## src/rtl/song_sequencer.sv

```systemverilog
// Song reader: walks the ROM for the selected song, issues notes, counts rest beats, flags end of song.
// Latency: new_note pulses 2 cycles after FETCH (1-cycle ROM read + registered decode); one note per 3 cycles.
// Backpressure: play=0 freezes position and partial rests; SONG_LOOP_EN makes DONE restart the song.
module song_sequencer #(
  parameter int SONG_W      = 2,
  parameter int NOTE_ADDR_W = 5,
  parameter int REST_W      = 6
) (
  input  logic                          clk,
  input  logic                          reset,
  input  logic                          play,
  input  logic [SONG_W-1:0]             song,
  input  logic                          beat,
  output logic [SONG_W+NOTE_ADDR_W-1:0] rom_addr,
  input  logic [15:0]                   rom_dout,
  output logic                          new_note,
  output logic [5:0]                    note,
  output logic [5:0]                    duration,
  output logic [2:0]                    metadata,
  output logic                          song_done,
  output logic                          busy
);

  typedef enum logic [2:0] {
    S_IDLE, S_FETCH, S_WAIT, S_REST, S_ADV, S_DONE
  } state_t;

  localparam logic [REST_W-1:0]      REST_ONE = 1;
  localparam logic [NOTE_ADDR_W-1:0] ADDR_ONE = 1;

  state_t                   state, state_n;
  logic [SONG_W-1:0]        song_q;
  logic [NOTE_ADDR_W-1:0]   note_addr;
  logic [REST_W-1:0]        rest_cnt;
  logic [REST_W-1:0]        rest_tgt;

  logic load_song, clr_addr, inc_addr, load_note, load_rest, inc_rest, clr_rest;

  logic       w_rest;
  logic [5:0] w_note;
  logic [5:0] w_dur;
  logic [2:0] w_meta;

  assign w_rest   = rom_dout[15];
  assign w_note   = rom_dout[14:9];
  assign w_dur    = rom_dout[8:3];
  assign w_meta   = rom_dout[2:0];
  assign rom_addr = {song_q, note_addr};
  assign busy     = (state != S_IDLE) && (state != S_DONE);

  always_comb begin
    state_n   = state;
    load_song = 1'b0;
    clr_addr  = 1'b0;
    inc_addr  = 1'b0;
    load_note = 1'b0;
    load_rest = 1'b0;
    inc_rest  = 1'b0;
    clr_rest  = 1'b0;
    // A song change while running restarts the new song and beats every other transition.
    if (busy && play && (song != song_q)) begin
      state_n   = S_FETCH;
      load_song = 1'b1;
      clr_addr  = 1'b1;
      clr_rest  = 1'b1;
    end else begin
      case (state)
        S_IDLE: begin
          if (play) begin
            load_song = 1'b1;
            clr_addr  = 1'b1;
            state_n   = S_FETCH;
          end
        end
        S_FETCH: if (play) state_n = S_WAIT;
        S_WAIT: begin
          if (play) begin
            if (!w_rest) begin
              load_note = 1'b1;
              state_n   = S_ADV;
            end else if (w_note != 6'd0) begin
              load_rest = 1'b1;
              state_n   = S_REST;
            end else begin
              state_n   = S_DONE;
            end
          end
        end
        S_REST: begin
          if (play && beat) begin
            inc_rest = 1'b1;
            if (rest_cnt + REST_ONE == rest_tgt) state_n = S_ADV;
          end
        end
        S_ADV: begin
          if (play) begin
            if (note_addr == '1) begin
              state_n = S_DONE;
            end else begin
              inc_addr = 1'b1;
              state_n  = S_FETCH;
            end
          end
        end
        S_DONE: begin
`ifdef SONG_LOOP_EN
          clr_addr = 1'b1;
          state_n  = S_FETCH;
`else
          if (!play) state_n = S_IDLE;
`endif
        end
        default: state_n = S_IDLE;
      endcase
    end
  end

  always_ff @(posedge clk) begin
    if (reset) begin
      state     <= S_IDLE;
      song_q    <= '0;
      note_addr <= '0;
      rest_cnt  <= '0;
      rest_tgt  <= '0;
      new_note  <= 1'b0;
      note      <= '0;
      duration  <= '0;
      metadata  <= '0;
      song_done <= 1'b0;
    end else begin
      state     <= state_n;
      new_note  <= load_note;
      song_done <= (state_n == S_DONE) && (state != S_DONE);
      if (load_song) song_q <= song;
      if (clr_addr)      note_addr <= '0;
      else if (inc_addr) note_addr <= note_addr + ADDR_ONE;
      if (clr_rest || load_rest) rest_cnt <= '0;
      else if (inc_rest)         rest_cnt <= rest_cnt + REST_ONE;
      if (load_rest) rest_tgt <= REST_W'(w_note);
      if (load_note) begin
        note     <= w_note;
        duration <= w_dur;
        metadata <= w_meta;
      end
    end
  end

endmodule

```

## config.mk

```make
export PLATFORM = sky130hd
export DESIGN_NAME = song_sequencer
export DESIGN_NICKNAME = d
export VERILOG_FILES = /design/src/rtl/song_sequencer.sv
export SDC_FILE = /design/constraint.sdc
export NUM_CORES = 1
export LEC_CHECK = 0
export CAP_MARGIN = 20
export CORE_MARGIN = 4
export CORE_UTILIZATION = 33
export CTS_BUF_LIST = sky130_fd_sc_hd__clkbuf_4 sky130_fd_sc_hd__clkbuf_8
export CTS_CLUSTER_SIZE = 24
export DETAILED_ROUTE_END_ITERATION = 8
export GPL_TIMING_DRIVEN = 0
export HOLD_SLACK_MARGIN = 0.06
export MAX_ROUTING_LAYER = met4
export PLACE_DENSITY_LB_ADDON = 0.05
export REMOVE_ABC_BUFFERS = 1
export SLEW_MARGIN = 5
export SYNTH_ARGS = -nofsm -noshare
export SYNTH_HDL_FRONTEND = slang
export SYNTH_SLANG_ARGS = --single-unit
```

## constraint.sdc

```tcl
create_clock -name clk -period 1.8 [get_ports clk]
set_input_delay 0.27 -clock clk [delete_from_list [all_inputs] [get_ports clk]]
set_output_delay 0.27 -clock clk [all_outputs]
set_load 0.02 [all_outputs]
```

==> impl_metrics.json, run 1 <==
{
  "routedWlPerCell_um": 13.8,
  "critPathLaunchType": "register",
  "postCtsHoldBufs": 0,
  "postSynthCellCount": 221,
  "muxShareOfSynthArea": 0.0581,
  "violations": "setup timing",
  "fin_crit_sh": 1.02,
  "boundaryPins": 47,
  "numCtsBuffers": 5,
  "worstPathCellList": "ha_4 > xor2_2 > or4_4 > a211oi_4 > a21oi_2 > nor4_2",
  "grt_use_total": 0.147,
  "clk_pin_slew_ns": 0.08,
  "drt-total-wl_um": 4880,
  "ys_types": 44,
  "grt_max_degree": 30,
  "io_buffers": 46,
  "drive_gt1_frac": 0.206,
  "crit_type": "reg -> reg",
  "ff2ff_setup_slack_ns": -0.04,
  "yosys.area_share.adder": 0.0251,
  "fmax_mhz": 542,
  "status": "complete, but fails checks",
  "power_frac_comb": 0.133,
  "power.density_mw_per_mm2": 621,
  "viasPerCell": 4.85,
  "synth_area_mm2": 0.00189,
  "crit_family": "simple AND/OR/NAND/NOR gates",
  "core_mm2": 0.00554,
  "die_w_um": 83.8,
  "syn_avg_cell_area_um2": 8.57,
  "hold_viol_final": 0,
  "ir_drop_v": 0.000376,
  "synth_edf_count": 0,
  "tightest_slew_ns": 1.10,
  "synth_xor_area_frac": 0.0925,
  "first_pass_iters": 4,
  "p_sw_uw": 449,
  "total_power_mw": 1.71,
  "async_flop_share": 0,
  "drtIter0Drc": 84,
  "gr-total-overflow": 0,
  "cp.required_ns": 2.00,
  "synth-compound-area-share": 0.129,
  "netSwitchingFraction": 0.262,
  "period_minus_slack_ns": 1.84,
  "max_stage_delay_ns": 0.53,
  "die_area_mm2": 0.00702,
  "gp_congestion": 0.812,
  "n_antenna_cell": 0,
  "ctsRootBufferMaster": "clkbuf_8",
  "synthFlopType": "dfxtp_1",
  "clk_latency_ns": 0.29,
  "cp_slowest_cell": "or4_4",
  "yosysWarnings": 0,
  "mostFrequentLayoutCell": "clkdlybuf4s50_1",
  "synth_top_family_by_area": "simple AND/OR/NAND/NOR gates",
  "layout_common_cells": "clkdlybuf4s50_1 (39), nand2_1 (35), dfxtp_1 (32)",
  "fillers": 557,
  "first_global_vias": 1696,
  "die_h_um": 83.8,
  "cts_tree": "done",
  "grt_pass1_wl_um": 8160,
  "drc": 0,
  "relSlewSlack": 0.263,
  "report.final.slew_viol_count": 0,
  "antenna_left": 0,
  "start_util": 0.342,
  "num_rows": 27,
  "crit_fanout": 4,
  "clockBufferDepth": 2,
  "vias": 1711,
  "cp.arrival_ns": 2.04,
  "critPathCaptureType": "register",
  "p_leak_nw": 1.08,
  "antenna_found_initial": 0,
  "post_synth_and_or_nand_nor_area_fraction": 0.248,
  "power.share.clock": 0.344,
  "final_util": 0.498,
  "cts-htree-levels": 2,
  "finalWorstSetupSlack_ns": -0.0440,
  "setup_viol": 1,
  "p_int_mw": 1.26,
  "cts_sinks": 39,
  "hp-class": "in -> reg",
  "seqPwrFrac": 0.523,
  "cap_violations": 0,
  "nets": 305,
  "fin_worst_skew_ns": 0.0108,
  "area_growth_pct": 45.5,
  "hpwlAfterDp_um": 3290,
  "seq_area_frac_synth": 0.412,
  "synth_seq_cells": 39,
  "rsz0062_at_grt": "true",
  "critPathBufInv": 0
}
## layout make-up
class	instances	area, µm²	area share
Clock inverter	2	12.5	0.00454
Sequential cell	39	797	0.289
Tap cell	72	90.1	0.0327
Timing Repair Buffer	60	557	0.202
Multi-Input combinational cell	169	1200	0.437
Inverter	5	18.8	0.00681
Clock buffer	6	76.3	0.0277
## registers in the layout (all words and copies together), names as in the netlist
| signal | flops |
|---|---|
| rest_cnt | 6 |
| note | 6 |
| metadata | 3 |
| rest_tgt | 6 |
| song_q | 2 |
| new_note | 1 |
| note_addr | 5 |
| duration | 6 |
| song_done | 1 |
| state | 3 |
## tightest hold or removal path, stage by stage
cell and delay [ns]:
dlygate4sd2_1 0.26, nand2_1 0.06, a21oi_1 0.05
## repair_timing
| item | CTS | global route |
|---|---|---|
| resized for setup | 30 | 12 |
| setup endpoints to repair | 39 | 29 |
| setup buffers | 7 | 7 |
| pin swaps | 9 | 14 |
| cloned | 1 | 0 |
## power groups by stage
stage | Sequential, mW | Clock (mW) | Combinational, mW
2_1_floorplan | 0.915 | 0 | 0.101
3_3_place_gp | 0.915 | 0 | 0.210
3_5_place_dp | 0.914 | 0 | 0.211
4_1_cts | 0.893 | 0.609 | 0.221
5_1_grt | 0.898 | 0.656 | 0.248
6_report | 0.895 | 0.589 | 0.229
## final timing paths
check | from | endpoint | depth (start not counted)
worst max-delay path | rest_cnt[1]$_SDFFE_PP0P_ | song_done$_SDFF_PP0_ | 6
worst min-delay path | rom_dout[14] | note[5]$_SDFFE_PP0P_ | 3
worst max register to register | rest_cnt[1]$_SDFFE_PP0P_ | song_done$_SDFF_PP0_ | 6
worst min register to register | duration[0]$_SDFFE_PP0P_ | duration[0]$_SDFFE_PP0P_ | 2
## synth_stat cells, types with 2 or more instances
| cell | count | area share |
|---|---|---|
| dfxtp_1 | 39 | 0.41 |
| nand2_1 | 36 | 0.071 |
| a21oi_1 | 25 | 0.066 |
| nor2_1 | 22 | 0.044 |
| mux2i_1 | 11 | 0.058 |
| xor2_1 | 11 | 0.051 |
| xnor2_1 | 9 | 0.042 |
| nand3_1 | 6 | 0.016 |
| inv_1 | 5 | 0.0099 |
| buf_2 | 4 | 0.011 |
| clkbuf_1 | 4 | 0.0079 |
| nor2b_1 | 4 | 0.013 |
| and3_1 | 3 | 0.0099 |
| ha_1 | 3 | 0.020 |
| o21ai_0 | 3 | 0.0079 |
| a21o_1 | 2 | 0.0079 |
| nand2b_1 | 2 | 0.0066 |
| nand4_1 | 2 | 0.0066 |
| nor4_1 | 2 | 0.0066 |
| nor4_2 | 2 | 0.013 |
| or2_2 | 2 | 0.0066 |
| or3_1 | 2 | 0.0066 |
## layer usage
metal,share of wire,global-route usage
met5,0,-
met4,0.010,0.0351
met3,0.052,0.0484
met2,0.48,0.234
met1,0.46,0.181
## cells by family (layout without fill, tap and decap cells)
group,Yosys count,after routing
AND/OR/NAND/NOR,92,93
flip-flops,39,39
buffers and inverters,14,73
multiplexers,11,11
XOR/XNOR,20,20
AO/OA/AOI/OAI,41,41
adder cells (fa/ha/maj),4,4
## metrics by stage
step | hold WS, ns | setup WS, ns | instances | instance area (µm²) | TNS [ns]
after global placement | 0.438 | -0.718 | 330 | 2400 | -19.62
after CTS | 0.393 | -0.0722 | 346 | 2640 | -0.0722
after global routing | 0.400 | -0.112 | 353 | 2760 | -0.443
after floorplan | 0.339 | -0.0922 | 212 | 1850 | -0.255
after detailed placement | 0.443 | -0.680 | 330 | 2400 | -18.96
final | 0.396 | -0.0440 | 353 | 2760 | -0.0440
(Power assumes the default switching activity.)
==> inputs of run 2 (changes only) <==
==> constraint.sdc (replaced) <==
create_clock -name clk -period 2.1 [get_ports clk]
set_input_delay 0.315 -clock clk [delete_from_list [all_inputs] [get_ports clk]]
set_output_delay 0.315 -clock clk [all_outputs]
set_load 0.02 [all_outputs]
==> run 2 against run 1 <==
Net effect: critical endpoint unchanged; critical path type unchanged; worst setup slack better by 0.14 ns; via count down 4.3%; the flow now finishes without violations; maximum frequency down 8.1%; highest routed layer unchanged; final cell count down 2.8%; largest cell class unchanged.
==> impl_metrics.json, run 2 (same netlist as run 1, synthesis figures left out) <==
{
  "power.share.clock": 0.345,
  "hpwlAfterDp_um": 3290,
  "crit_fanout": 6,
  "layout_common_cells": "clkdlybuf4s50_1 (45), nand2_1 (36), dfxtp_1 (36)",
  "p_sw_uw": 371,
  "grt_pass1_wl_um": 7640,
  "start_util": 0.342,
  "total_power_mw": 1.45,
  "r2r_start": "rest_cnt[0]$_SDFFE_PP0P_",
  "boundaryPins": 47,
  "p_leak_nw": 1.02,
  "crit_type": "reg -> reg",
  "cp.required_ns": 2.30,
  "numCtsBuffers": 5,
  "cts_sinks": 39,
  "fin_worst_skew_ns": 0.0108,
  "status": "finished clean",
  "die_w_um": 83.8,
  "fillers": 576,
  "viasPerCell": 4.78,
  "netSwitchingFraction": 0.255,
  "finalWorstSetupSlack_ns": 0.0942,
  "cts-htree-levels": 2,
  "fin_crit_sh": 0.955,
  "mostFrequentLayoutCell": "clkdlybuf4s50_1",
  "seqPwrFrac": 0.526,
  "drt-total-wl_um": 4520,
  "first_pass_iters": 4,
  "hp-class": "reg -> reg",
  "cap_violations": 0,
  "area_growth_pct": 35.3,
  "p_int_mw": 1.08,
  "ctsRootBufferMaster": "clkbuf_8",
  "antenna_left": 0,
  "core_mm2": 0.00554,
  "setup_viol": 0,
  "first_global_vias": 1602,
  "relSlewSlack": 0.616,
  "cp.arrival_ns": 2.21,
  "rsz0062_at_grt": "false",
  "worstHoldStart": "duration[0]$_SDFFE_PP0P_",
  "n_antenna_cell": 0,
  "startpoint": "rest_cnt[0]$_SDFFE_PP0P_",
  "clk_pin_slew_ns": 0.08,
  "nets": 295,
  "hold_viol_final": 0,
  "postCtsHoldBufs": 0,
  "power.density_mw_per_mm2": 567,
  "drc": 0,
  "routedWlPerCell_um": 13.2,
  "critPathCaptureType": "register",
  "clockBufferDepth": 2,
  "die_area_mm2": 0.00702,
  "antenna_found_initial": 0,
  "gp_congestion": 0.812,
  "critPathLaunchType": "register",
  "pre_cts_ws_ns": -0.425,
  "fmax_mhz": 499,
  "power_frac_comb": 0.129,
  "clk_latency_ns": 0.29,
  "tightest_slew_ns": 0.573,
  "num_rows": 27,
  "die_h_um": 83.8,
  "period_minus_slack_ns": 2.01,
  "grt_use_total": 0.138,
  "drtIter0Drc": 111,
  "io_buffers": 46,
  "gr-total-overflow": 0,
  "vias": 1638,
  "cts_tree": "done",
  "ir_drop_v": 0.000322,
  "grt_max_degree": 30,
  "drive_gt1_frac": 0.103,
  "report.final.slew_viol_count": 0
}
## run 2: path summary, 6_finish.rpt
path,cells after the start,slack (ns),endpoint
max,6,0.09,song_done$_SDFF_PP0_
min,2,0.45,duration[0]$_SDFFE_PP0P_
max reg2reg,6,0.09,song_done$_SDFF_PP0_
min reg2reg,2,0.45,duration[0]$_SDFFE_PP0P_
## run 2: through the flow
stage	area (µm²)	utilization	hold WS (ns)	TNS, ns	instances
6_report	2560	0.463	0.454	0	343
5_1_grt	2560	0.463	0.470	0	343
4_1_cts	2500	0.452	0.455	0	338
3_5_place_dp	2400	0.433	0.443	-9.15	330
3_3_place_gp	2400	0.433	0.438	-9.73	330
2_1_floorplan	1850	-	0.384	0	212
## run 2: layout make-up
class | count | area (µm²) | area share
multi-input combinational | 168 | 1070 | 0.417
sequential | 39 | 790 | 0.308
timing repair buffer | 51 | 508 | 0.198
tap | 72 | 90.1 | 0.0351
clock buffer | 6 | 76.3 | 0.0298
inverter | 5 | 18.8 | 0.00732
clock inverter | 2 | 12.5 | 0.00488
## run 2: power by group through the flow
stage	logic (mW)	registers, mW	clock network (mW)
final	0.187	0.766	0.502
after global routing	0.204	0.768	0.561
after global placement	0.180	0.784	0
after CTS	0.183	0.767	0.522
after detailed placement	0.180	0.783	0
after floorplan	0.0862	0.784	0
## run 2: per-layer routing
layer | vias up | wire [µm] | track usage | part of all wire
li1 | 849 | - | - | -
met4 | 0 | 50 | 0.0351 | 0.011
met2 | 33 | 2070 | 0.213 | 0.46
met1 | 749 | 2180 | 0.172 | 0.48
met5 | - | 0 | - | 0
met3 | 7 | 225 | 0.0484 | 0.050
## run 2: worst max-delay path: stages (launching register included)
cell,delay (ns)
dfxtp_2,0.36
ha_1,0.33
xor2_1,0.19
or4_4,0.49
a211oi_2,0.22
a21oi_1,0.13
nor4_2,0.20
## run 2: what timing repair did
| item | CTS | global route |
|---|---|---|
| pin swaps | 0 | 2 |
| resized for setup | 5 | 4 |
| endpoints found under the setup margin | 17 | 22 |
| buffers inserted | 0 | 4 |
==> inputs of run 3 (changes only) <==
--- a/config.mk
+++ b/config.mk
@@ -12,7 +12,7 @@
 export CTS_CLUSTER_SIZE = 24
 export DETAILED_ROUTE_END_ITERATION = 8
 export GPL_TIMING_DRIVEN = 0
-export HOLD_SLACK_MARGIN = 0.06
+export HOLD_SLACK_MARGIN = 0.15
 export MAX_ROUTING_LAYER = met4
 export PLACE_DENSITY_LB_ADDON = 0.05
 export REMOVE_ABC_BUFFERS = 1
==> constraint.sdc (replaced) <==
create_clock -name clk -period 2.4 [get_ports clk]
set_input_delay 0.36 -clock clk [delete_from_list [all_inputs] [get_ports clk]]
set_output_delay 0.36 -clock clk [all_outputs]
set_load 0.02 [all_outputs]
==> run 3 against run 2 <==
Net effect: power decreased by 13%; die area unchanged; sequential share of layout area rose by 0.33 points; critical path depth fell by 3; first-iteration DRC count down 16%; final cell count down 1.2%; utilization shrank 0.99 points.
==> impl_metrics.json, run 3 (same netlist as run 1, synthesis figures left out) <==
{
  "multi_input_area_mm2": 0.00105,
  "power.density_mw_per_mm2": 506,
  "start_util": 0.342,
  "gr-usage-met3": 0.0484,
  "grt_pass1_wl_um": 7640,
  "n_antenna_cell": 0,
  "period_minus_slack_ns": 2.20,
  "netSwitchingFraction": 0.254,
  "timing.hold.ws_ns": 0.453,
  "die_area_mm2": 0.00702,
  "postCtsHoldBufs": 0,
  "clk_pin_slew_ns": 0.08,
  "gp_congestion": 0.812,
  "tightest_slew_ns": 0.691,
  "finalSetupTns_ns": 0,
  "pre_cts_ws_ns": -0.170,
  "routedWlPerCell_um": 13.2,
  "finalWorstSetupSlack_ns": 0.198,
  "clockBufferDepth": 2,
  "hpwlAfterDp_um": 3290,
  "hp-class": "reg -> reg",
  "hold_viol_final": 0,
  "cts_tree": "done",
  "io_buffers": 46,
  "numCtsBuffers": 5,
  "ctsRootBufferMaster": "clkbuf_8",
  "grt_use_total": 0.138,
  "gr-total-overflow": 0,
  "num_rows": 27,
  "clk_latency_ns": 0.29,
  "critPathCaptureType": "primary output",
  "fillers": 580,
  "p_sw_uw": 322,
  "rr_worst_depth": 6,
  "fin_crit_sh": 0.917,
  "use_met2": 0.213,
  "vias": 1618,
  "first_global_vias": 1602,
  "core_mm2": 0.00554,
  "cts-htree-levels": 2,
  "r2r_start": "rest_cnt[0]$_SDFFE_PP0P_",
  "cp.required_ns": 2.04,
  "status": "finished clean",
  "layout_common_cells": "clkdlybuf4s50_1 (46), dfxtp_1 (39), nand2_1 (36)",
  "worstPathCellList": "xor2_1 > or2_2 > clkdlybuf4s50_1",
  "postCtsSetupRepairBufs": 0,
  "critPathBufInv": 1,
  "ir_drop_v": 0.000282,
  "worstHoldStart": "duration[0]$_SDFFE_PP0P_",
  "relSlewSlack": 0.536,
  "cap_violations": 0,
  "drc": 0,
  "grt_max_degree": 30,
  "critPathLaunchType": "register",
  "crit_family": "flip-flops",
  "viasPerCell": 4.77,
  "cp_slowest_cell": "dfxtp_1",
  "crit_cells": 3,
  "max_stage_delay_ns": 0.56,
  "fin_worst_skew_ns": 0.00931,
  "cts_sinks": 39,
  "crit_fanout": 10,
  "antenna_left": 0,
  "rsz0062_at_grt": "false",
  "area_growth_pct": 32.4,
  "power.share.clock": 0.346,
  "first_pass_iters": 4,
  "boundaryPins": 47,
  "seqPwrFrac": 0.528,
  "power_frac_comb": 0.127,
  "cp.arrival_ns": 1.84,
  "setup_viol": 0,
  "die_w_um": 83.8,
  "startpoint": "state[0]$_SDFF_PP0_",
  "p_int_uw": 948,
  "mostFrequentLayoutCell": "clkdlybuf4s50_1",
  "p_leak_nw": 0.984,
  "crit_type": "reg -> out",
  "drive_gt1_frac": 0.0749,
  "top_usage_layer": "met2",
  "final-seq-area_um2": 781,
  "drtIter0Drc": 93,
  "drt-total-wl_um": 4480,
  "final_util": 0.453,
  "die_h_um": 83.8,
  "use_met1": 0.172,
  "antenna_found_initial": 0,
  "fmax_mhz": 454,
  "nets": 291,
  "report.final.slew_viol_count": 0,
  "whs_path_depth": 2
}
## run 3: cell type report
class | instances | share of cell area
inverter | 5 | 0.00748
sequential | 39 | 0.311
multi-input combinational | 168 | 0.420
clock buffer | 6 | 0.0304
timing repair buffer | 47 | 0.190
clock inverter | 2 | 0.00499
tap | 72 | 0.0359
## run 3: what timing repair did
| item | in CTS | in global routing |
|---|---|---|
| hold endpoints to repair | 0 | 0 |
| endpoints found under the setup margin | 0 | 14 |
| gates resized for setup | 0 | 1 |
## run 3: power by group through the flow
stage	clock [mW]	combinational, mW	sequential [mW]
2_1_floorplan	0	0.0754	0.686
3_3_place_gp	0	0.158	0.686
3_5_place_dp	0	0.158	0.685
4_1_cts	0.457	0.158	0.670
5_1_grt	0.491	0.176	0.673
6_report	0.439	0.161	0.670
## run 3: metrics by stage
stage	area (µm²)	instances	total power, mW
after detailed placement	2400	330	0.843
final	2510	339	1.27
after global placement	2400	330	0.844
after floorplan	1850	212	0.762
after CTS	2490	338	1.29
after global routing	2510	339	1.34
## run 3: final timing paths
| path | slack [ns] | to |
|---|---|---|
| hold reg to reg | 0.45 | duration[0]$_SDFFE_PP0P_ |
| setup / recovery | 0.20 | busy |
| setup reg to reg | 0.31 | song_done$_SDFF_PP0_ |
| hold / removal | 0.45 | duration[0]$_SDFFE_PP0P_ |
## run 3: worst register-to-register path: cells and delay by family (launching register included)
kind	cells	cell delay (ns)
adders and majority gates	1	0.30
AOI/OAI and AO/OA	2	0.35
xor gates and xnor gates	1	0.19
and+or+nand+nor	2	0.69
DFF	1	0.47
## run 3: layer usage
metal	wire (µm)	up-vias
li1	-	842
met4	50	0
met3	215	7
met2	2050	29
met1	2170	740
met5	0	-
